## src/rtl/instr_queue_pkg.sv

```systemverilog
// Shared constants for the fetch-to-decode instruction queue.
package instr_queue_pkg;

    localparam int unsigned INSTR_WIDTH   = 32;
    localparam int unsigned DEFAULT_DEPTH = 4;

    // MOV r0,r0: decode substitutes this while out_valid is low
    localparam logic [INSTR_WIDTH-1:0] NOP_INSTR = 32'hE1A0_0000;

    function automatic int unsigned ptr_width(input int unsigned depth);
        return (depth > 1) ? $clog2(depth) : 1;
    endfunction

endpackage

```

## src/rtl/instr_queue_mem.sv

```systemverilog
// DEPTH x WIDTH register array: one synchronous write port, one combinational read port, no reset.
module instr_queue_mem
    import instr_queue_pkg::*;
#(
    parameter int unsigned WIDTH = INSTR_WIDTH,
    parameter int unsigned DEPTH = DEFAULT_DEPTH
) (
    input  logic                         clk,
    input  logic                         wr_en,
    input  logic [ptr_width(DEPTH)-1:0]  wr_addr,
    input  logic [WIDTH-1:0]             wr_data,
    input  logic [ptr_width(DEPTH)-1:0]  rd_addr,
    output logic [WIDTH-1:0]             rd_data
);

    logic [WIDTH-1:0] mem [DEPTH];

    always_ff @(posedge clk) begin
        if (wr_en) begin
            mem[wr_addr] <= wr_data;
        end
    end

    assign rd_data = mem[rd_addr];

endmodule

```

## src/rtl/instr_fetch_queue.sv

```systemverilog
// First-word-fall-through instruction queue between fetch and decode, with single-cycle flush.
// Optional same-cycle empty-queue bypass enabled by defining INSTR_QUEUE_BYPASS_EN.
module instr_fetch_queue
    import instr_queue_pkg::*;
#(
    parameter int unsigned WIDTH = INSTR_WIDTH,
    parameter int unsigned DEPTH = DEFAULT_DEPTH
) (
    input  logic                       clk,
    input  logic                       rst,
    input  logic                       flush,
    input  logic                       in_valid,
    input  logic [WIDTH-1:0]           in_data,
    output logic                       in_ready,
    output logic                       out_valid,
    output logic [WIDTH-1:0]           out_data,
    input  logic                       out_ready,
    output logic [$clog2(DEPTH+1)-1:0] count,
    output logic                       is_empty,
    output logic                       is_full
);

    localparam int unsigned PTR_W = ptr_width(DEPTH);
    localparam int unsigned CNT_W = $clog2(DEPTH + 1);

    logic [PTR_W-1:0] wr_ptr;
    logic [PTR_W-1:0] rd_ptr;
    logic [WIDTH-1:0] mem_rd_data;
    logic             pass_c;
    logic             push_c;
    logic             pop_c;
    logic             wr_en_c;

    assign is_empty = (count == '0);
    assign is_full  = (count == CNT_W'(DEPTH));
    assign in_ready = !is_full;

`ifdef INSTR_QUEUE_BYPASS_EN
    logic bypass_c;

    // Empty queue forwards the incoming word; it is stored only if decode does not take it
    assign bypass_c  = is_empty & in_valid & !flush;
    assign pass_c    = bypass_c & out_ready;
    assign out_valid = !is_empty | bypass_c;
    assign out_data  = bypass_c ? in_data : mem_rd_data;
`else
    assign pass_c    = 1'b0;
    assign out_valid = !is_empty;
    assign out_data  = mem_rd_data;
`endif

    assign push_c  = in_valid & in_ready & !pass_c;
    assign pop_c   = out_valid & out_ready & !pass_c;
    assign wr_en_c = push_c & !flush;

    instr_queue_mem #(
        .WIDTH (WIDTH),
        .DEPTH (DEPTH)
    ) u_mem (
        .clk     (clk),
        .wr_en   (wr_en_c),
        .wr_addr (wr_ptr),
        .wr_data (in_data),
        .rd_addr (rd_ptr),
        .rd_data (mem_rd_data)
    );

    // Pointers wrap naturally since DEPTH is a power of two; flush overrides any push/pop
    always_ff @(posedge clk or posedge rst) begin
        if (rst) begin
            wr_ptr <= '0;
            rd_ptr <= '0;
            count  <= '0;
        end else if (flush) begin
            wr_ptr <= '0;
            rd_ptr <= '0;
            count  <= '0;
        end else begin
            if (push_c) begin
                wr_ptr <= wr_ptr + PTR_W'(1);
            end
            if (pop_c) begin
                rd_ptr <= rd_ptr + PTR_W'(1);
            end
            case ({push_c, pop_c})
                2'b10:   count <= count + CNT_W'(1);
                2'b01:   count <= count - CNT_W'(1);
                default: count <= count;
            endcase
        end
    end

endmodule
```

## config.mk

```make
export PLATFORM = sky130hd
export DESIGN_NAME = instr_fetch_queue
export DESIGN_NICKNAME = d
export VERILOG_FILES = /design/src/rtl/instr_queue_pkg.sv /design/src/rtl/instr_queue_mem.sv /design/src/rtl/instr_fetch_queue.sv
export SDC_FILE = /design/constraint.sdc
export NUM_CORES = 1
export LEC_CHECK = 0
export ABC_CLOCK_PERIOD_IN_PS = 6500
export BUFFER_PORTS_ARGS = -buffer_cell sky130_fd_sc_hd__buf_2
export CORE_ASPECT_RATIO = 1.25
export CORE_MARGIN = 3
export CORE_UTILIZATION = 40
export CTS_CLUSTER_SIZE = 12
export DETAILED_ROUTE_END_ITERATION = 8
export PLACE_DENSITY_LB_ADDON = 0.05
export RECOVER_POWER = 25
export SYNTH_ARGS = -nofsm -noshare
export SYNTH_HDL_FRONTEND = slang
export SYNTH_SLANG_ARGS = --single-unit
```

## constraint.sdc

```tcl
create_clock -name clk -period 6.5 [get_ports clk]
set_clock_uncertainty 0.15 [all_clocks]
set_input_delay 0.975 -clock clk [delete_from_list [all_inputs] [get_ports clk]]
set_output_delay 0.975 -clock clk [all_outputs]
set_load 0.01 [all_outputs]
```

==> report_table.html, run 1 <==
<table>
<tr><th>Metric</th><th>Value</th></tr>
<tr><th colspan="2">Clocking</th></tr>
<tr><td>TritonCTS clock tree</td><td>done</td></tr>
<tr><td># resized after CTS</td><td>0</td></tr>
<tr><td>Clock tree sinks</td><td>about 140</td></tr>
<tr><td>Maximum level of the CTS H-tree</td><td>4</td></tr>
<tr><td>Post-CTS repair timing setup buffer count</td><td>0</td></tr>
<tr><td>Clock Tree Buf Depth</td><td>2</td></tr>
<tr><td>Clock insertion delay at the later pin of the skew report</td><td>~0.4 ns</td></tr>
<tr><td>Number of buffers inserted during clock tree synthesis</td><td>17</td></tr>
<tr><td>Post-CTS clock slew at the launch and capture registers of the worst setup and hold paths</td><td>approximately 0.05 ns</td></tr>
<tr><td>Root buffer cell</td><td>sky130_fd_sc_hd__clkbuf_16</td></tr>
<tr><td>Count of hold buffers inserted by post-cts repair</td><td>0</td></tr>
<tr><th colspan="2">Pwr</th></tr>
<tr><td>Cell area power density</td><td>approximately 380 mW/mm²</td></tr>
<tr><td>Lkg Pwr</td><td>around 2.1 nW</td></tr>
<tr><td>IR drop worst, VDD</td><td>between 0.15 and 0.2 mV</td></tr>
<tr><th colspan="2">STA</th></tr>
<tr><td>Final slew viol count</td><td>0</td></tr>
<tr><td>Unrepaired setup endpoints after global routing</td><td>false</td></tr>
<tr><td>Slew of the pin with the lowest slew margin</td><td>0.923 ns</td></tr>
<tr><td>Final number of setup-violating endpoints</td><td>0</td></tr>
<tr><td>Shortest period the worst path allows</td><td>approximately 3.3 ns</td></tr>
<tr><td>Headroom to the max-slew limit</td><td>0.385</td></tr>
<tr><td>Period utilization</td><td>0.515</td></tr>
<tr><td>Final TNS setup</td><td>0 ns</td></tr>
<tr><td>Final Hold Fails</td><td>0</td></tr>
<tr><td>Fmax</td><td>between 200 and 300 MHz</td></tr>
<tr><th colspan="2">Run status</th></tr>
<tr><td>Outcome</td><td>finished, final reports clean</td></tr>
<tr><th colspan="2">Synthesis</th></tr>
<tr><td>Synthesis Warnings</td><td>0</td></tr>
<tr><td>EDFF count, synth</td><td>128</td></tr>
<tr><td>Most common flop cell mapped by yosys</td><td>sky130_fd_sc_hd__edfxtp_1</td></tr>
<tr><td>Combined area of all synthesized cells</td><td>between 0.005 and 0.006 mm²</td></tr>
<tr><td>Synth top area cells</td><td>sky130_fd_sc_hd__edfxtp_1 73%, sky130_fd_sc_hd__mux4_2 14%, sky130_fd_sc_hd__dfrtp_1 3.3%</td></tr>
<tr><td>Post-synthesis register bit count</td><td>135</td></tr>
<tr><td>Fraction of synthesized cell area taken by the top area cell type</td><td>0.734</td></tr>
<tr><td>FFs w/ async S/R, synth</td><td>0.0519</td></tr>
<tr><td>Distinct cell type count of the synthesized netlist</td><td>38</td></tr>
<tr><td>Post-synthesis area per instance</td><td>between 20 and 25 µm²</td></tr>
<tr><td>Syn Nets</td><td>approximately 280</td></tr>
<tr><td>Post-synthesis instance total</td><td>236</td></tr>
<tr><td>Cell type with the highest aggregate area in the netlist</td><td>sky130_fd_sc_hd__edfxtp_1</td></tr>
<tr><td>Share of synthesized area occupied by flip-flops and latches</td><td>0.768</td></tr>
<tr><th colspan="2">Detailed routing</th></tr>
<tr><td>Total via count in the routed design</td><td>2504</td></tr>
<tr><td>Wire per inst</td><td>between 15 and 20 µm</td></tr>
<tr><td>Final ANT Viol Nets</td><td>0</td></tr>
<tr><td>Via-per-instance ratio</td><td>between 5 and 6</td></tr>
<tr><td>Number of iterations in the first detailed-routing pass</td><td>5</td></tr>
<tr><td>Wirelength, routed</td><td>between 9 and 10 mm</td></tr>
<tr><td>Drt first-iter violations</td><td>between 100 and 150</td></tr>
<tr><td>Number of design rule violations left after detail routing</td><td>0</td></tr>
<tr><th colspan="2">Finish</th></tr>
<tr><td>Fraction of final layout cells with drive strength greater than 1</td><td>0.391</td></tr>
<tr><td>Cell area after layout</td><td>around 0.0063 mm²</td></tr>
<tr><td>Number of antenna repair diodes</td><td>0</td></tr>
<tr><td>NumNets Final</td><td>359</td></tr>
<tr><td>Area grow syn2layout</td><td>20.4%</td></tr>
<tr><th colspan="2">Place</th></tr>
<tr><td>Routability Congestion</td><td>just over 0.7</td></tr>
<tr><td>Post-DP Area</td><td>approximately 0.0057 mm²</td></tr>
<tr><td>Number of buffers inserted by port buffering</td><td>between 70 and 80</td></tr>
<tr><td>DP Wirelength</td><td>about 5.6 mm</td></tr>
<tr><th colspan="2">Setup path</th></tr>
<tr><td>Crit path required time</td><td>around 5.4 ns</td></tr>
<tr><td>Nature of the critical path startpoint</td><td>flip-flop</td></tr>
<tr><td>Largest fanout on the critical path</td><td>27</td></tr>
<tr><td>Crit path capture type</td><td>primary output</td></tr>
<tr><td>Worst endpoint data arrival time</td><td>2.22 ns</td></tr>
<tr><td>Critical path type</td><td>reg -&gt; out</td></tr>
<tr><th colspan="2">Global route</th></tr>
<tr><td>Vias in the first global route</td><td>2647</td></tr>
<tr><td>Largest net degree at the start of global routing</td><td>34</td></tr>
<tr><td>Global route overflow</td><td>0</td></tr>
<tr><td>Antenna violations before repair</td><td>0</td></tr>
<tr><td>Overall global routing resource usage</td><td>0.141</td></tr>
<tr><td>First-pass GRT wire length</td><td>14.8 mm</td></tr>
<tr><th colspan="2">Min path</th></tr>
<tr><td>Class of the most critical hold timing path</td><td>in -&gt; async</td></tr>
<tr><th colspan="2">Floorplanning</th></tr>
<tr><td>Die Width</td><td>roughly 110 µm</td></tr>
<tr><td>Starting density of the core</td><td>0.412</td></tr>
<tr><td>Standard-cell row count</td><td>46</td></tr>
<tr><td>Core Region</td><td>approximately 0.013 mm²</td></tr>
<tr><td>Floorplan die height</td><td>134 µm</td></tr>
<tr><td>Die area</td><td>0.0145 mm²</td></tr>
<tr><td>Top-level port count</td><td>76</td></tr>
<tr><th colspan="2">Flow run</th></tr>
<tr><td>Count of max-cap constraint violations</td><td>0</td></tr>
</table>
layout by cell type (no fill, tap or decap), types with 2 or more instances in the layout:
cell type,synthesis,routed
sky130_fd_sc_hd__mux4_2,32,32
sky130_fd_sc_hd__and2_2,0,4
sky130_fd_sc_hd__dfrtp_1,7,5
sky130_fd_sc_hd__clkbuf_16,0,17
sky130_fd_sc_hd__clkinv_1,0,2
sky130_fd_sc_hd__a21oi_1,2,2
sky130_fd_sc_hd__inv_1,7,7
sky130_fd_sc_hd__nand3_1,4,4
sky130_fd_sc_hd__edfxtp_1,128,128
sky130_fd_sc_hd__or2_2,2,2
sky130_fd_sc_hd__buf_2,6,55
sky130_fd_sc_hd__dfrtp_2,0,2
sky130_fd_sc_hd__a21oi_2,2,2
sky130_fd_sc_hd__clkbuf_1,1,23
sky130_fd_sc_hd__xor2_1,2,2
sky130_fd_sc_hd__nand2b_1,2,2
sky130_fd_sc_hd__ha_1,4,4
sky130_fd_sc_hd__bufinv_16,0,4
sky130_fd_sc_hd__clkinv_2,0,6
sky130_fd_sc_hd__nor2_1,3,3
sky130_fd_sc_hd__o21ai_0,2,2
metrics by stage:
stage          worst slack (ns)  hold WS [ns]  power, mW   util  instances
3_3_place_gp               3.50         0.440       1.44  0.451        466
6_report                   3.16         0.353       2.37  0.496        498
5_1_grt                    2.97         0.359       2.47  0.496        498
2_1_floorplan              3.70         0.402       1.32      -        236
3_5_place_dp               3.52         0.441       1.44  0.451        466
4_1_cts                    3.07         0.339       2.41  0.498        498
synth_stat cells (all sizes together), types with 2 or more instances:
cell type  number
o21ai           4
inv             7
dfrtp           7
buf            13
mux4           32
and2            5
nand3           4
or2             2
edfxtp        128
a21oi           4
xor2            2
ha              4
or3b            2
nor2            3
nand2b          2
metal layers:
metal	GRT usage	wire length [µm]	up-vias
li1	-	-	1133
met1	0.174	4000	1289
met2	0.225	4770	65
met3	0.0501	524	17
met4	0.0589	182	0
met5	0	0	-
where the power goes:
group	total, mW	switching, mW	internal, mW
sequential	1.04	0.0440	0.998
combinational	0.366	0.181	0.186
clock	0.963	0.328	0.634
final timing paths:
check	slack, ns	from	cells past startpoint	to
setup / recovery	3.16	rd_ptr[0]	3	out_data[0]
hold / removal	0.35	rst	2	count[0]
setup reg to reg	4.04	count[0]	4	u_mem.mem[3][20]
hold reg to reg	0.44	wr_ptr[1]	2	wr_ptr[1]
max in group asynchronous	5.60	rst	2	rd_ptr[1]
min in group clk	0.44	wr_ptr[1]	2	wr_ptr[1]
sequential cells by signal (all words and copies together) (netlist names):
signal     count
u_mem.mem    128
wr_ptr         2
rd_ptr         2
count          3
cells by family (layout without fill, tap and decap cells):
logic type	count (synthesis)	in the layout	synth area share
AND/OR/NAND/NOR	22	22	0.0265
XOR/XNOR	3	3	0.00502
multiplexers	32	32	0.138
flip-flops	135	135	0.768
buffers and inverters	22	116	0.0261
adder cells (fa/ha/maj)	5	5	0.0134
AO/OA/AOI/OAI	17	17	0.0237
layout make-up:
class | instances | area [µm²]
clock buffer | 20 | 437
clock inverter | 12 | 158
fill | 1086 | 6420
inverter | 8 | 35.0
multi-input combinational | 79 | 1080
sequential | 135 | 4020
tap | 168 | 210
timing repair buffer | 76 | 358
critical path, cell delays in order (launching register included):
cell	delay [ns]
sky130_fd_sc_hd__dfrtp_2	0.51
sky130_fd_sc_hd__buf_4	0.53
sky130_fd_sc_hd__mux4_2	0.61
sky130_fd_sc_hd__buf_2	0.16
No activity file was read; power rests on OpenSTA's default activity.
==> run 2: changes to the inputs <==
--- a/config.mk
+++ b/config.mk
@@ -5,7 +5,7 @@
 export SDC_FILE = /design/constraint.sdc
 export NUM_CORES = 1
 export LEC_CHECK = 0
-export ABC_CLOCK_PERIOD_IN_PS = 6500
+export ABC_CLOCK_PERIOD_IN_PS = 3500
 export BUFFER_PORTS_ARGS = -buffer_cell sky130_fd_sc_hd__buf_2
 export CORE_ASPECT_RATIO = 1.25
 export CORE_MARGIN = 3
==> constraint.sdc (replaced) <==
create_clock -name clk -period 3.5 [get_ports clk]
set_clock_uncertainty 0.15 [all_clocks]
set_input_delay 0.525 -clock clk [delete_from_list [all_inputs] [get_ports clk]]
set_output_delay 0.525 -clock clk [all_outputs]
set_load 0.01 [all_outputs]
==> report_table.html, run 2 (synthesized netlist as in run 1, its figures left out) <==
<table>
<tr><th>Metric</th><th>Value</th></tr>
<tr><th colspan="2">Setup path</th></tr>
<tr><td>CP Capture Point</td><td>out_data[0]</td></tr>
<tr><td>Worst endpoint data arrival time</td><td>2.16 ns (-0.06 ns)</td></tr>
<tr><td>Nature of the critical path startpoint</td><td>flip-flop</td></tr>
<tr><td>Worst reg-to-reg path cell count</td><td>5 (+1)</td></tr>
<tr><td>Critical path type</td><td>reg -&gt; out</td></tr>
<tr><td>Ordered list of cells on the worst path</td><td>buf_12 -&gt; mux4_2 -&gt; buf_2</td></tr>
<tr><td>Crit path required time</td><td>2.82 ns (-2.55 ns)</td></tr>
<tr><td>Number of buffer and inverter stages on the critical path</td><td>2 (unchanged)</td></tr>
<tr><td>FF-to-FF End</td><td>u_mem.mem[0][15]</td></tr>
<tr><td>Crit path capture type</td><td>primary output</td></tr>
<tr><td>Logic depth of the worst path, buffers included</td><td>3 (unchanged)</td></tr>
<tr><td>Setup slack on the worst flop-to-flop path</td><td>1.15 ns (-2.89 ns)</td></tr>
<tr><td>Launching element of the worst setup path</td><td>rd_ptr[0]</td></tr>
<tr><td>Standard cell with the maximum stage delay on the critical path</td><td>sky130_fd_sc_hd__dfrtp_2</td></tr>
<tr><td>Longest individual stage delay on the worst path</td><td>0.77 ns (+0.16 ns)</td></tr>
<tr><td>Reg2reg start</td><td>count[0]</td></tr>
<tr><td>Largest fanout on the critical path</td><td>18 (-33%)</td></tr>
<tr><td>CP top delay family</td><td>flip-flops</td></tr>
<tr><th colspan="2">Global route</th></tr>
<tr><td>Overall global routing resource usage</td><td>0.142 (+0.000781)</td></tr>
<tr><td>Global route overflow</td><td>0 (unchanged)</td></tr>
<tr><td>First-pass GRT wire length</td><td>14.8 mm (+0.51%)</td></tr>
<tr><td>Antenna violations before repair</td><td>1 (+1)</td></tr>
<tr><td>Vias in the first global route</td><td>2598 (-1.9%)</td></tr>
<tr><td>Largest net degree at the start of global routing</td><td>34 (unchanged)</td></tr>
<tr><th colspan="2">STA</th></tr>
<tr><td>Period utilization</td><td>0.811</td></tr>
<tr><td>Final TNS setup</td><td>0 ns (unchanged)</td></tr>
<tr><td>Post-Route Hold Slack</td><td>0.199 ns (-0.154 ns)</td></tr>
<tr><td>Headroom to the max-slew limit</td><td>0.423 (+0.0382)</td></tr>
<tr><td>Final Hold Fails</td><td>0 (unchanged)</td></tr>
<tr><td>Slew of the pin with the lowest slew margin</td><td>0.866 ns (-0.0574 ns)</td></tr>
<tr><td>Shortest period the worst path allows</td><td>~2.8 ns</td></tr>
<tr><td>Final number of setup-violating endpoints</td><td>0 (unchanged)</td></tr>
<tr><td>Final slew viol count</td><td>0 (unchanged)</td></tr>
<tr><td>Fmax</td><td>352 MHz</td></tr>
<tr><td>Unrepaired setup endpoints after global routing</td><td>false</td></tr>
<tr><th colspan="2">Floorplanning</th></tr>
<tr><td>Standard-cell row count</td><td>46 (unchanged)</td></tr>
<tr><td>Die area</td><td>0.0145 mm² (unchanged)</td></tr>
<tr><td>Floorplan die height</td><td>134 µm (unchanged)</td></tr>
<tr><td>Core Region</td><td>0.0127 mm² (unchanged)</td></tr>
<tr><td>Starting density of the core</td><td>0.412 (unchanged)</td></tr>
<tr><td>Top-level port count</td><td>76 (unchanged)</td></tr>
<tr><td>Die Width</td><td>108 µm (unchanged)</td></tr>
<tr><th colspan="2">Clocking</th></tr>
<tr><td>TritonCTS clock tree</td><td>done</td></tr>
<tr><td>Number of buffers inserted during clock tree synthesis</td><td>17 (unchanged)</td></tr>
<tr><td>Clock insertion delay at the later pin of the skew report</td><td>0.40 ns (about the same)</td></tr>
<tr><td>Maximum level of the CTS H-tree</td><td>4 (unchanged)</td></tr>
<tr><td>Clock Tree Buf Depth</td><td>2 (unchanged)</td></tr>
<tr><td>Root buffer cell</td><td>sky130_fd_sc_hd__clkbuf_16</td></tr>
<tr><td>Clock tree sinks</td><td>135 (unchanged)</td></tr>
<tr><td># resized after CTS</td><td>0 (unchanged)</td></tr>
<tr><td>Post-CTS clock slew at the launch and capture registers of the worst setup and hold paths</td><td>0.05 ns (about the same)</td></tr>
<tr><th colspan="2">Finish</th></tr>
<tr><td>Fraction of final layout cells with drive strength greater than 1</td><td>0.386 (-0.00515)</td></tr>
<tr><td>Most common library cell in the layout ignoring fill and taps</td><td>sky130_fd_sc_hd__edfxtp_1</td></tr>
<tr><td>Leading registers by flop count</td><td>u_mem.mem x128, count x3</td></tr>
<tr><td>Count of non-filler cells in the finished layout</td><td>505 (+1.4%)</td></tr>
<tr><td>NumNets Final</td><td>366 (+1.9%)</td></tr>
<tr><td>Core Util, Final</td><td>0.501 (+0.00531)</td></tr>
<tr><td>Area grow syn2layout</td><td>21.7%</td></tr>
<tr><td>Number of antenna repair diodes</td><td>0 (unchanged)</td></tr>
<tr><td>Commonest non-fill, non-tap cells in the layout</td><td>128 x sky130_fd_sc_hd__edfxtp_1, 52 x sky130_fd_sc_hd__buf_2, 32 x sky130_fd_sc_hd__mux4_2, 28 x sky130_fd_sc_hd__clkbuf_1, 17 x sky130_fd_sc_hd__clkbuf_16</td></tr>
<tr><td>Largest reg by FF count</td><td>u_mem.mem</td></tr>
<tr><td>Flip-flop count of the largest register after layout</td><td>128 (unchanged)</td></tr>
<tr><th colspan="2">Flow run</th></tr>
<tr><td>Count of max-cap constraint violations</td><td>0 (unchanged)</td></tr>
<tr><th colspan="2">Place</th></tr>
<tr><td>Routability Congestion</td><td>0.716 (+0.85%)</td></tr>
<tr><td>DP Wirelength</td><td>5.89 mm (+5.4%)</td></tr>
<tr><td>Number of buffers inserted by port buffering</td><td>75 (unchanged)</td></tr>
<tr><td>Placed cell count</td><td>472 (+1.3%)</td></tr>
<tr><th colspan="2">Pwr</th></tr>
<tr><td>Lkg Pwr</td><td>2.14 nW (+0.83%)</td></tr>
<tr><td>Cell area power density</td><td>683 mW/mm² (+82%)</td></tr>
<tr><td>IR drop worst, VDD</td><td>0.306 mV (+96%)</td></tr>
<tr><th colspan="2">Detailed routing</th></tr>
<tr><td>Total via count in the routed design</td><td>2490 (-0.56%)</td></tr>
<tr><td>Drt first-iter violations</td><td>141 (+18%)</td></tr>
<tr><td>Wire per inst</td><td>18.8 µm (-1.0%)</td></tr>
<tr><td>Via-per-instance ratio</td><td>4.93 (-1.9%)</td></tr>
<tr><td>Final ANT Viol Nets</td><td>0 (unchanged)</td></tr>
<tr><td>Number of design rule violations left after detail routing</td><td>0 (unchanged)</td></tr>
<tr><td>Wirelength, routed</td><td>9.51 mm (+0.38%)</td></tr>
<tr><td>Number of iterations in the first detailed-routing pass</td><td>4 (-1)</td></tr>
<tr><th colspan="2">Run status</th></tr>
<tr><td>Outcome</td><td>finished, final reports clean</td></tr>
<tr><th colspan="2">Min path</th></tr>
<tr><td>Class of the most critical hold timing path</td><td>in -&gt; reg</td></tr>
</table>
[run 2: cell types whose count changed in the layout (fill, tap and decap cells not counted)]
cell,previous run,this run
sky130_fd_sc_hd__clkbuf_1,23,28
sky130_fd_sc_hd__buf_12,0,3
sky130_fd_sc_hd__buf_2,55,52
sky130_fd_sc_hd__buf_4,1,4
sky130_fd_sc_hd__clkinv_2,6,3
sky130_fd_sc_hd__bufinv_16,4,3
sky130_fd_sc_hd__clkinv_4,1,2
sky130_fd_sc_hd__clkinvlp_4,0,1
sky130_fd_sc_hd__dlygate4sd3_1,0,1
[run 2: how the worst min path moves through the flow]
stage | from | cells after the start | end
after CTS | in_data[20] | 1 | u_mem.mem[2][20]
after floorplan | rst | 1 | count[0]
after global placement | rst | 2 | wr_ptr[0]
after detailed placement | rst | 2 | wr_ptr[0]
final | in_data[5] | 1 | u_mem.mem[1][5]
after global routing | in_data[22] | 1 | u_mem.mem[0][22]
[run 2: layout make-up]
| type | count | area [µm²] |
|---|---|---|
| Sequential cell | 135 | 4020 |
| Timing Repair Buffer | 83 | 447 |
| Fill cell | 1046 | 6350 |
| Multi-Input combinational cell | 79 | 1080 |
| Inverter | 8 | 35.0 |
| Clock buffer | 22 | 444 |
| Tap cell | 168 | 210 |
| Clock inverter | 10 | 129 |
[run 2: repair_timing]
action / CTS / global route
hold buffers: 1 / 0
buffers inserted: 0 / 0
endpoints found under the setup margin: 0 / 0
hold endpoints to repair: 7 / 0
[run 2: metrics by stage]
step / instance area, µm² / setup WS [ns] / power [mW]
after CTS: 6400 / 0.584 / 4.44
after floorplan: 5240 / 1.15 / 2.45
after detailed placement: 5820 / 1.02 / 2.70
after global routing: 6370 / 0.519 / 4.55
after global placement: 5820 / 1.02 / 2.70
final: 6370 / 0.661 / 4.35
[run 2: routing by layer]
| layer | GRT usage | vias to the layer above | share of wire |
|---|---|---|---|
| met4 | 0.0547 | 2 | 0.015 |
| met2 | 0.223 | 56 | 0.51 |
| met1 | 0.180 | 1267 | 0.42 |
| met3 | 0.0496 | 14 | 0.053 |
| met5 | 0 | - | 0.00095 |
| li1 | - | 1151 | - |
[run 2: where the power goes]
group	internal (mW)	total, mW	switching (mW)
Combinational	0.364	0.679	0.315
Sequential	1.85	1.96	0.106
Clock	1.11	1.72	0.604
Total	3.33	4.35	1.02
==> run 3: changes to the inputs <==
--- a/config.mk
+++ b/config.mk
@@ -5,7 +5,7 @@
 export SDC_FILE = /design/constraint.sdc
 export NUM_CORES = 1
 export LEC_CHECK = 0
-export ABC_CLOCK_PERIOD_IN_PS = 3500
+export ABC_CLOCK_PERIOD_IN_PS = 2300
 export BUFFER_PORTS_ARGS = -buffer_cell sky130_fd_sc_hd__buf_2
 export CORE_ASPECT_RATIO = 1.25
 export CORE_MARGIN = 3
==> constraint.sdc (replaced) <==
create_clock -name clk -period 2.3 [get_ports clk]
set_clock_uncertainty 0.15 [all_clocks]
set_input_delay 0.345 -clock clk [delete_from_list [all_inputs] [get_ports clk]]
set_output_delay 0.345 -clock clk [all_outputs]
set_load 0.01 [all_outputs]
==> report_table.html, run 3 (synthesized netlist as in run 1, its figures left out) <==
<table>
<tr><th>Metric</th><th>Value</th></tr>
<tr><th colspan="2">Finish</th></tr>
<tr><td>Most common library cell in the layout ignoring fill and taps</td><td>sky130_fd_sc_hd__edfxtp_1</td></tr>
<tr><td>Number of antenna repair diodes</td><td>0 (unchanged)</td></tr>
<tr><td>Largest reg by FF count</td><td>u_mem.mem</td></tr>
<tr><td>Fraction of final layout cells with drive strength greater than 1</td><td>0.395 (+0.00884)</td></tr>
<tr><td>Flip-flop count of the largest register after layout</td><td>128 (unchanged)</td></tr>
<tr><td>Core Util, Final</td><td>0.534 (+0.0329)</td></tr>
<tr><td>Commonest non-fill, non-tap cells in the layout</td><td>128 x sky130_fd_sc_hd__edfxtp_1, 55 x sky130_fd_sc_hd__buf_2, 32 x sky130_fd_sc_hd__mux4_2, 29 x sky130_fd_sc_hd__dlygate4sd3_1, 18 x sky130_fd_sc_hd__clkbuf_1</td></tr>
<tr><td>Area grow syn2layout</td><td>29.7%</td></tr>
<tr><td>Leading registers by flop count</td><td>u_mem.mem x128, count x3</td></tr>
<tr><td>NumNets Final</td><td>401 (+9.6%)</td></tr>
<tr><td>Cell area after layout</td><td>0.00679 mm² (+6.6%)</td></tr>
<tr><th colspan="2">Clocking</th></tr>
<tr><td>Clock tree sinks</td><td>135 (unchanged)</td></tr>
<tr><td>Root buffer cell</td><td>sky130_fd_sc_hd__clkbuf_16</td></tr>
<tr><td>TritonCTS clock tree</td><td>done</td></tr>
<tr><td>Maximum level of the CTS H-tree</td><td>4 (unchanged)</td></tr>
<tr><td>Clock insertion delay at the later pin of the skew report</td><td>0.41 ns (about the same)</td></tr>
<tr><td>Clock Tree Buf Depth</td><td>2 (unchanged)</td></tr>
<tr><td>Number of buffers inserted during clock tree synthesis</td><td>17 (unchanged)</td></tr>
<tr><td>Post-CTS clock slew at the launch and capture registers of the worst setup and hold paths</td><td>0.06 ns (about the same)</td></tr>
<tr><th colspan="2">Detailed routing</th></tr>
<tr><td>Number of design rule violations left after detail routing</td><td>0 (unchanged)</td></tr>
<tr><td>Sum of met2 wire segment lengths after detailed routing</td><td>5.06 mm (+4.8%)</td></tr>
<tr><td>Via-per-instance ratio</td><td>4.88 (-1.1%)</td></tr>
<tr><td>Final ANT Viol Nets</td><td>0 (unchanged)</td></tr>
<tr><td>Detailed-routed wire length on met3</td><td>404 µm (-19%)</td></tr>
<tr><td>Routed length on met1</td><td>4.14 mm (+2.8%)</td></tr>
<tr><td>Drt first-iter violations</td><td>143 (+1.4%)</td></tr>
<tr><td>Uppermost layer routed</td><td>met4</td></tr>
<tr><td>Total via count in the routed design</td><td>2624 (+5.4%)</td></tr>
<tr><td>Wire per inst</td><td>18.1 µm (-3.8%)</td></tr>
<tr><td>Wirelength, routed</td><td>9.74 mm (+2.4%)</td></tr>
<tr><td>Number of iterations in the first detailed-routing pass</td><td>4 (unchanged)</td></tr>
<tr><th colspan="2">Setup path</th></tr>
<tr><td>Number of buffer and inverter stages on the critical path</td><td>2 (unchanged)</td></tr>
<tr><td>Crit path required time</td><td>1.80 ns (-1.02 ns)</td></tr>
<tr><td>Standard cell with the maximum stage delay on the critical path</td><td>sky130_fd_sc_hd__mux4_2</td></tr>
<tr><td>Longest individual stage delay on the worst path</td><td>0.56 ns (-0.21 ns)</td></tr>
<tr><td>Largest fanout on the critical path</td><td>20 (+2)</td></tr>
<tr><td>CP top delay family</td><td>multiplexers</td></tr>
<tr><td>Nature of the critical path startpoint</td><td>flip-flop</td></tr>
<tr><td>Critical path type</td><td>reg -&gt; out</td></tr>
<tr><td>Ordered list of cells on the worst path</td><td>buf_12 -&gt; mux4_2 -&gt; buf_6</td></tr>
<tr><td>Worst endpoint data arrival time</td><td>1.74 ns (-0.42 ns)</td></tr>
<tr><td>Crit path capture type</td><td>primary output</td></tr>
<tr><th colspan="2">Pwr</th></tr>
<tr><td>IR drop worst, VDD</td><td>0.704 mV (+130%)</td></tr>
<tr><td>Cell area power density</td><td>1010 mW/mm² (+48%)</td></tr>
<tr><td>Lkg Pwr</td><td>2.34 nW (+9.3%)</td></tr>
<tr><td>Overall power of the completed layout</td><td>6.88 mW (+58%)</td></tr>
<tr><th colspan="2">STA</th></tr>
<tr><td>Period utilization</td><td>0.972</td></tr>
<tr><td>Shortest period the worst path allows</td><td>2.24 ns</td></tr>
<tr><td>Final number of setup-violating endpoints</td><td>0 (unchanged)</td></tr>
<tr><td>Final Hold Fails</td><td>0 (unchanged)</td></tr>
<tr><td>Setup slack after layout</td><td>0.0639 ns (-0.597 ns)</td></tr>
<tr><td>Unrepaired setup endpoints after global routing</td><td>true</td></tr>
<tr><td>Final TNS setup</td><td>0 ns (unchanged)</td></tr>
<tr><td>Headroom to the max-slew limit</td><td>0.760 (+0.337)</td></tr>
<tr><td>Fmax</td><td>roughly 450 MHz</td></tr>
<tr><td>Slew of the pin with the lowest slew margin</td><td>0.360 ns (-0.506 ns)</td></tr>
<tr><td>Final slew viol count</td><td>0 (unchanged)</td></tr>
<tr><th colspan="2">Global route</th></tr>
<tr><td>Global route overflow</td><td>0 (unchanged)</td></tr>
<tr><td>Vias in the first global route</td><td>2845 (+9.5%)</td></tr>
<tr><td>Overall global routing resource usage</td><td>0.147 (+0.00572)</td></tr>
<tr><td>First-pass GRT wire length</td><td>15.5 mm (+4.2%)</td></tr>
<tr><td>Antenna violations before repair</td><td>0 (-1)</td></tr>
<tr><td>Largest net degree at the start of global routing</td><td>26 (-24%)</td></tr>
<tr><th colspan="2">Flow run</th></tr>
<tr><td>Count of max-cap constraint violations</td><td>0 (unchanged)</td></tr>
<tr><th colspan="2">Place</th></tr>
<tr><td>Post-DP Area</td><td>0.00589 mm² (+1.3%)</td></tr>
<tr><td>Pre-CTS WS</td><td>0.210 ns (-0.813 ns)</td></tr>
<tr><td>Routability Congestion</td><td>0.724 (+1.1%)</td></tr>
<tr><td>DP Wirelength</td><td>6.03 mm (+2.4%)</td></tr>
<tr><td>Number of buffers inserted by port buffering</td><td>75 (unchanged)</td></tr>
<tr><th colspan="2">Floorplanning</th></tr>
<tr><td>Top-level port count</td><td>76 (unchanged)</td></tr>
<tr><td>Die Width</td><td>108 µm (unchanged)</td></tr>
<tr><td>Standard-cell row count</td><td>46 (unchanged)</td></tr>
<tr><td>Starting density of the core</td><td>0.412 (unchanged)</td></tr>
<tr><td>Die area</td><td>0.0145 mm² (unchanged)</td></tr>
<tr><td>Floorplan die height</td><td>134 µm (unchanged)</td></tr>
<tr><td>Core Region</td><td>0.0127 mm² (unchanged)</td></tr>
<tr><th colspan="2">Run status</th></tr>
<tr><td>Outcome</td><td>finished, final reports clean</td></tr>
<tr><th colspan="2">Min path</th></tr>
<tr><td>Class of the most critical hold timing path</td><td>in -&gt; reg</td></tr>
</table>
-- run 3: cell count changes in the layout (fill, tap and decap cells not counted) --
cell,previous run,this run
sky130_fd_sc_hd__buf_2,52,55
sky130_fd_sc_hd__dlygate4sd3_1,1,29
sky130_fd_sc_hd__inv_6,0,1
sky130_fd_sc_hd__buf_8,0,1
sky130_fd_sc_hd__clkbuf_1,28,18
sky130_fd_sc_hd__clkinv_1,2,1
sky130_fd_sc_hd__buf_4,4,8
sky130_fd_sc_hd__buf_12,3,5
sky130_fd_sc_hd__bufinv_16,3,4
sky130_fd_sc_hd__buf_6,0,2
sky130_fd_sc_hd__clkinv_4,2,4
-- run 3: per-layer routing --
metal / up-vias / track usage
li1: 1217 / -
met1: 1335 / 0.188
met2: 61 / 0.236
met3: 11 / 0.0424
met4: 0 / 0.0632
met5: - / 0
-- run 3: final timing paths --
path / from / to / slack, ns / depth (start not counted)
max in group asynchronous: rst / rd_ptr[1] / 1.49 / 3
min reg2reg: wr_ptr[1] / wr_ptr[1] / 0.43 / 2
min: in_data[8] / u_mem.mem[0][8] / 0.08 / 1
min in group asynchronous: rst / count[2] / 0.26 / 3
max: rd_ptr[0] / out_data[31] / 0.06 / 3
max reg2reg: count[2] / count[1] / 0.23 / 5
-- run 3: repair_timing --
item,in CTS,in global routing
endpoints found under the setup margin,12,5
hold buffers,29,0
resized for setup,1,3
hold endpoints to repair,116,0
setup buffers,0,0
-- run 3: report_power, final --
group          switching, mW  internal [mW]
logic                  0.605          0.639
registers             0.0653           2.82
clock network          0.960           1.80
-- run 3: area by class of cell --
class                           instances  area (µm²)
Clock inverter                         13         181
Multi-Input combinational cell         79        1080
Tap cell                              168         210
Timing Repair Buffer                  118         831
Clock buffer                           17         425
Sequential cell                       135        4020
Inverter                                8        35.0
Fill cell                            1033        5930
-- run 3: metrics by stage --
stage          cells  hold WS (ns)
2_1_floorplan    236      -0.00160
3_3_place_gp     479         0.162
3_5_place_dp     479         0.158
4_1_cts          538      0.000732
5_1_grt          538        0.0800
6_report         538        0.0768
-- run 3: worst reg2reg max path, cell delays in order (launching register included) --
cell	delay, ns
sky130_fd_sc_hd__dfrtp_1	0.50
sky130_fd_sc_hd__o31ai_1	0.36
sky130_fd_sc_hd__a21oi_1	0.10
sky130_fd_sc_hd__fa_1	0.52
sky130_fd_sc_hd__o2111ai_1	0.11
sky130_fd_sc_hd__a211oi_1	0.24
